==> src/rtl/mixer_pkg.sv <==
// -----------------------------------------------------------------------------
// mixer_pkg
// Shared definitions for the speaker mixer and its output-stage helpers.
//   state_t    : mixer control states (IDLE -> ACCUM -> OUT -> IDLE)
//   GAIN_FRAC  : fractional bits of the unsigned Q1.7 gain
//   GAIN_UNITY : gain code for 1.0x
//   SAT_MAX/MIN: 16-bit signed clamp limits of the speaker feed
// -----------------------------------------------------------------------------
package mixer_pkg;

  typedef enum logic [1:0] {
    IDLE  = 2'd0,
    ACCUM = 2'd1,
    OUT   = 2'd2
  } state_t;

  localparam int GAIN_FRAC  = 7;
  localparam int GAIN_UNITY = 128;

  localparam logic signed [15:0] SAT_MAX = 16'sh7FFF;
  localparam logic signed [15:0] SAT_MIN = 16'sh8000;

endpackage

==> src/rtl/mix_saturate.sv <==
// -----------------------------------------------------------------------------
// mix_saturate
// Combinational scale-down of a gain-weighted accumulator and clamp to the
// signed DW-bit output range. Shared with the multi-speaker output bank.
// Ports:
//   acc     in  AW  signed accumulator (samples * Q1.7 gains, summed)
//   res     out DW  acc >>> GAIN_FRAC, clamped to [SAT_MIN, SAT_MAX]
//   clipped out 1   high when the clamp changed the value
// -----------------------------------------------------------------------------
module mix_saturate
  import mixer_pkg::*;
#(
  parameter int AW = 27,
  parameter int DW = 16
) (
  input  logic signed [AW-1:0] acc,
  output logic signed [DW-1:0] res,
  output logic                 clipped
);

  localparam logic signed [AW-1:0] HI = AW'(SAT_MAX);
  localparam logic signed [AW-1:0] LO = AW'(SAT_MIN);

  // Arithmetic shift: negative values round toward -inf.
  logic signed [AW-1:0] shifted;

  function automatic logic signed [DW-1:0] clamp(input logic signed [AW-1:0] v);
    if (v > HI)
      return DW'(SAT_MAX);
    else if (v < LO)
      return DW'(SAT_MIN);
    else
      return v[DW-1:0];
  endfunction

  function automatic logic is_clipped(input logic signed [AW-1:0] v);
    return (v > HI) || (v < LO);
  endfunction

  assign shifted = acc >>> GAIN_FRAC;
  assign res     = clamp(shifted);
  assign clipped = is_clipped(shifted);

endmodule

==> src/rtl/speaker_mixer.sv <==
// -----------------------------------------------------------------------------
// speaker_mixer
// Time-multiplexed gain-and-sum of NCH delayed source channels into one
// speaker feed. One MAC per clock after each sample_tick; the result is scaled
// by the Q1.7 gain format, saturated to 16 bits and presented with a one-cycle
// mix_valid pulse NCH+2 cycles after the tick.
// Ports:
//   clk          in   1       system clock
//   rst_n        in   1       synchronous reset, active-low
//   sample_tick  in   1       44 kHz strobe: start a new mix
//   samples_in   in   NCH*DW  channel i at [i*DW +: DW], signed
//   gains        in   NCH*GW  channel i gain at [i*GW +: GW], unsigned Q1.7
//   mix_out      out  DW      saturated mix, held until the next result
//   mix_valid    out  1       one-cycle pulse when mix_out updates
//   busy         out  1       mix in progress
//   overrun      out  1       one-cycle pulse: tick arrived while busy
//   sat_count    out  16      clip event counter
// Build option: define MIXER_SAT_COUNT_EN to build the saturating clip
// counter; otherwise sat_count is constant zero.
// -----------------------------------------------------------------------------
module speaker_mixer
  import mixer_pkg::*;
#(
  parameter int NCH = 4,
  parameter int DW  = 16,
  parameter int GW  = 8
) (
  input  logic                  clk,
  input  logic                  rst_n,
  input  logic                  sample_tick,
  input  logic [NCH*DW-1:0]     samples_in,
  input  logic [NCH*GW-1:0]     gains,
  output logic signed [DW-1:0]  mix_out,
  output logic                  mix_valid,
  output logic                  busy,
  output logic                  overrun,
  output logic [15:0]           sat_count
);

  localparam int PW = DW + GW + 1;
  localparam int AW = PW + $clog2(NCH);
  localparam int IW = (NCH > 1) ? $clog2(NCH) : 1;
  localparam logic [IW-1:0] LAST = IW'(NCH - 1);

  state_t                state;
  logic [IW-1:0]         idx;

  logic signed [DW-1:0]  snap_smp  [NCH];
  logic [GW-1:0]         snap_gain [NCH];

  logic signed [PW-1:0]  prod;
  logic signed [AW-1:0]  acc;
  logic signed [DW-1:0]  sat_res;

  // Gain is zero-extended so 255 stays +1.99x in the signed multiply.
  assign prod = snap_smp[idx] * $signed({1'b0, snap_gain[idx]});

  // Snapshot / accumulate datapath (no reset: qualified by the FSM)
  always_ff @(posedge clk) begin
    if (state == IDLE && sample_tick) begin
      for (int i = 0; i < NCH; i++) begin
        snap_smp[i]  <= samples_in[i*DW +: DW];
        snap_gain[i] <= gains[i*GW +: GW];
      end
      acc <= '0;
    end else if (state == ACCUM) begin
      acc <= acc + AW'(prod);
    end
  end

  // Control FSM with registered outputs
  always_ff @(posedge clk) begin
    if (!rst_n) begin
      state     <= IDLE;
      idx       <= '0;
      busy      <= 1'b0;
      mix_valid <= 1'b0;
      overrun   <= 1'b0;
      mix_out   <= '0;
    end else begin
      mix_valid <= 1'b0;
      overrun   <= 1'b0;
      case (state)
        IDLE: begin
          if (sample_tick) begin
            state <= ACCUM;
            idx   <= '0;
            busy  <= 1'b1;
          end
        end
        ACCUM: begin
          overrun <= sample_tick;
          idx     <= idx + 1'b1;
          if (idx == LAST)
            state <= OUT;
        end
        OUT: begin
          overrun   <= sample_tick;
          mix_out   <= sat_res;
          mix_valid <= 1'b1;
          busy      <= 1'b0;
          state     <= IDLE;
        end
        default: state <= IDLE;
      endcase
    end
  end

`ifdef MIXER_SAT_COUNT_EN
  logic        sat_clipped;
  logic [15:0] sat_cnt;

  mix_saturate #(.AW(AW), .DW(DW)) u_sat (
    .acc     (acc),
    .res     (sat_res),
    .clipped (sat_clipped)
  );

  // Sticky at all-ones; only reset clears it.
  always_ff @(posedge clk) begin
    if (!rst_n)
      sat_cnt <= '0;
    else if (state == OUT && sat_clipped && sat_cnt != 16'hFFFF)
      sat_cnt <= sat_cnt + 16'd1;
  end

  assign sat_count = sat_cnt;
`else
  logic sat_clipped_unused;

  mix_saturate #(.AW(AW), .DW(DW)) u_sat (
    .acc     (acc),
    .res     (sat_res),
    .clipped (sat_clipped_unused)
  );

  assign sat_count = 16'h0000;
`endif

endmodule

==> config.mk <==
export PLATFORM = sky130hd
export DESIGN_NAME = speaker_mixer
export DESIGN_NICKNAME = d
export VERILOG_FILES = /design/src/rtl/mixer_pkg.sv /design/src/rtl/mix_saturate.sv /design/src/rtl/speaker_mixer.sv
export SDC_FILE = /design/constraint.sdc
export NUM_CORES = 1
export LEC_CHECK = 0
export CAP_MARGIN = 25
export CORE_MARGIN = 2
export CORE_UTILIZATION = 57
export CTS_BUF_LIST = sky130_fd_sc_hd__clkbuf_4
export DETAILED_ROUTE_END_ITERATION = 12
export GPL_ROUTABILITY_DRIVEN = 0
export GPL_TIMING_DRIVEN = 0
export HOLD_SLACK_MARGIN = 0.08
export PLACE_DENSITY = 0.8
export SLEW_MARGIN = 20
export SYNTH_ARGS = -nofsm -noshare
export SYNTH_HDL_FRONTEND = slang
export SYNTH_SLANG_ARGS = --single-unit
==> constraint.sdc <==
create_clock -name clk -period 7.4 [get_ports clk]
set_input_delay 1.48 -clock clk [delete_from_list [all_inputs] [get_ports clk]]
set_output_delay 1.48 -clock clk [all_outputs]
set_load 0.005 [all_outputs]
==> flow_summary.json <==
{
  "grt_max_degree": 56,
  "postSynthCellCount": 988,
  "period_needed_ns": 7.11,
  "synth_xor_xnor_area_share_pct": 1.67,
  "cts_max_path_buffers": 2,
  "path_class": "register to register",
  "met3_length_um": 1050,
  "area_growth_pct": 16.8,
  "async_reset_ff_share_pct": 0,
  "synth.area.top_cells": "edfxtp_1 26%, fa_1 23%, dfxtp_1 9.5%",
  "ys_seq_area_share_pct": 35.7,
  "ys_seq_elements": 148,
  "fmax_ghz": 0.141,
  "fin_skew_ns": 0.0312,
  "cts_root_buffer": "clkbuf_4",
  "synth-edff-count": 96,
  "reg2reg_to": "acc[26]",
  "grtUsageTotal_pct": 23.4,
  "synth_compound_area_share_pct": 6.58,
  "critPathArrivalTime_ns": 7.58,
  "synth_top_area_share_pct": 26.2,
  "hold_path_class": "register to register",
  "met2_length_um": 11900,
  "hold_viol": 0,
  "rows": 50,
  "min_from": "mix_out[8]",
  "fp.dieH_um": 143,
  "final_layout_size_suffix_gt1_share_pct": 7.30,
  "grt_pass1_wl_um": 36900,
  "period_share_pct": 96.1,
  "post-synth-top-count-cell": "inv_1",
  "clock_latency_ns": 0.59,
  "setup_viol": 0,
  "synthTopCellsByCount": "179 x inv_1, 127 x fa_1, 96 x edfxtp_1",
  "viasPerCell": 5.29,
  "wire_per_inst_um": 15.8,
  "synth_top_family_by_area": "adder cells",
  "wl_met1_um": 9140,
  "hold_end": "mix_out[8]",
  "start_kind": "register",
  "synth_fa_ha_area_share_pct": 30.3,
  "yosys.area_share.simple_pct": 11.1,
  "tightest_slew_ns": 0.792,
  "clkTransAtPathRegs_ns": 0.13,
  "top_layer": "met4",
  "status": "completed",
  "avgSynthCellArea_um2": 11.1,
  "antenna_found_initial": 0,
  "grt_pass1_vias": 7544,
  "maxSlewViolCount": 0,
  "htree_levels": 4,
  "io_pins": 134,
  "yosysUniqueCellTypes": 53,
  "die_area_mm2": 0.0204,
  "coreArea_mm2": 0.0188,
  "die_w_um": 143,
  "first_pass_iters": 5,
  "cp_max_fo": 10,
  "synth-main-ff-cell": "edfxtp_1",
  "grt_overflow": 0,
  "cts_made_buffers": 17,
  "vias": 7463,
  "r2r_setup_slack_ns": 0.29,
  "first_iter_violations": 419,
  "start_util_pct": 58.4,
  "maxCapViolCount": 0,
  "hpwl_um": 18000,
  "rsz0062_at_grt": "no",
  "cts_resized": 1,
  "synth.area.mux_share_pct": 6.46,
  "whs_path_depth": 2,
  "drc": 0,
  "endpoint_kind": "register",
  "final_core_util_pct": 68.3,
  "nNetsFinal": 1427,
  "netlist_area_mm2": 0.0110,
  "r2r_cells": 22,
  "wl_um": 22300,
  "setup_tns_ns": 0,
  "yosysWarnings": 0,
  "cts_hold_buffers": 0,
  "postCtsSetupBuffers": 0,
  "cts_tree": "yes",
  "synth_area_leader_cell": "edfxtp_1",
  "portBuffers": 117,
  "antenna_cells": 0,
  "critPathRequiredTime_ns": 7.87,
  "ant_nets": 0,
  "cts_sinks": 148,
  "timing.slew.headroom_pct": 47.2
}
==> registers in the layout (all words and copies together) (netlist names), named ones only <==
signal     cells
busy           1
snap_gain     32
overrun        1
acc           27
idx            2
snap_smp      64
mix_valid      1
mix_out       16
state          2
==> layout make-up <==
class	instances	area, um^2
Fill cell	1395	5970
Clock inverter	15	144
Buffer	43	233
Timing Repair Buffer	118	1200
Sequential cell	148	3920
Multi-Input combinational cell	631	6230
Inverter	179	672
Tap cell	260	325
Clock buffer	17	128
==> critical path, stage by stage (launching register included) <==
cell and delay [ns]:
dfxtp_1 0.39, buf_1 0.32, clkbuf_2 0.42, mux4_2 0.42
clkbuf_1 0.43, nand2_1 0.14, fa_1 0.50, inv_1 0.05
fa_1 0.54, fa_1 0.45, fa_1 0.55, inv_1 0.06
fa_1 0.50, inv_1 0.04, ha_1 0.38, a21o_1 0.23
a31oi_2 0.24, o21ai_1 0.12, a21oi_1 0.12, a21bo_1 0.25
or4_1 0.52, a31o_1 0.21, mux2i_1 0.11
==> worst max path at each step <==
stage	start	end	slack [ns]
CTS	register	acc[26]	0.08
floorplan	register	acc[26]	1.00
detailed placement	register	acc[26]	0.005
global placement	register	acc[26]	0.18
finish	register	acc[26]	0.29
global route	register	acc[25]	0.003
==> layout by cell type, fill, tap and decap left out, types with 3 or more instances in the layout <==
master	count
clkdlybuf4s50_1	117
o21ai_0	31
nand2_1	81
xor2_1	7
clkbuf_4	19
mux4_2	24
nor3_1	6
nor2b_1	3
and2_1	74
o21a_1	3
o22ai_1	3
inv_6	3
edfxtp_1	96
a21oi_1	43
nand2b_1	17
xnor2_1	14
a21o_1	8
dfxtp_1	52
inv_8	3
buf_4	16
nand3_1	10
conb_1	16
ha_1	63
clkinvlp_4	4
a211oi_1	3
inv_1	179
nand4_1	9
a31oi_1	3
clkbuf_1	20
fa_1	127
nor2_1	40
mux2i_1	17
==> kinds of logic (layout without fill, tap and decap cells) <==
| group | count (synthesis) | count (layout) |
|---|---|---|
| AND/OR/NAND/NOR | 246 | 246 |
| buffers and inverters | 224 | 372 |
| adder cells (fa/ha/maj) | 190 | 190 |
| flip-flops | 148 | 148 |
| AO/OA/AOI/OAI | 117 | 117 |
| multiplexers | 41 | 41 |
| XOR/XNOR | 21 | 21 |
| other | 1 | 16 |
==> layer usage <==
metal | up-vias | global-route usage (%)
met2 | 167 | 39.9
met1 | 3776 | 30.8
met3 | 21 | 4.69
li1 | 3499 | -
met5 | - | 0
met4 | 0 | 6.10
==> per-stage QoR <==
stage                     instance area [um^2]  hold WS [ns]  instances  setup WS (ns)
final                                    12900         0.476       1411          0.291
after detailed placement                 12600         0.462       1381        0.00454
after CTS                                12900         0.483       1413         0.0753
after global placement                   12600         0.457       1380          0.179
after floorplan                          11100         0.460       1003           1.00
after global routing                     12900         0.508       1411        0.00262
Power is not shown: default switching activity piles up to over one toggle a cycle in this logic, so the estimate is an artifact.
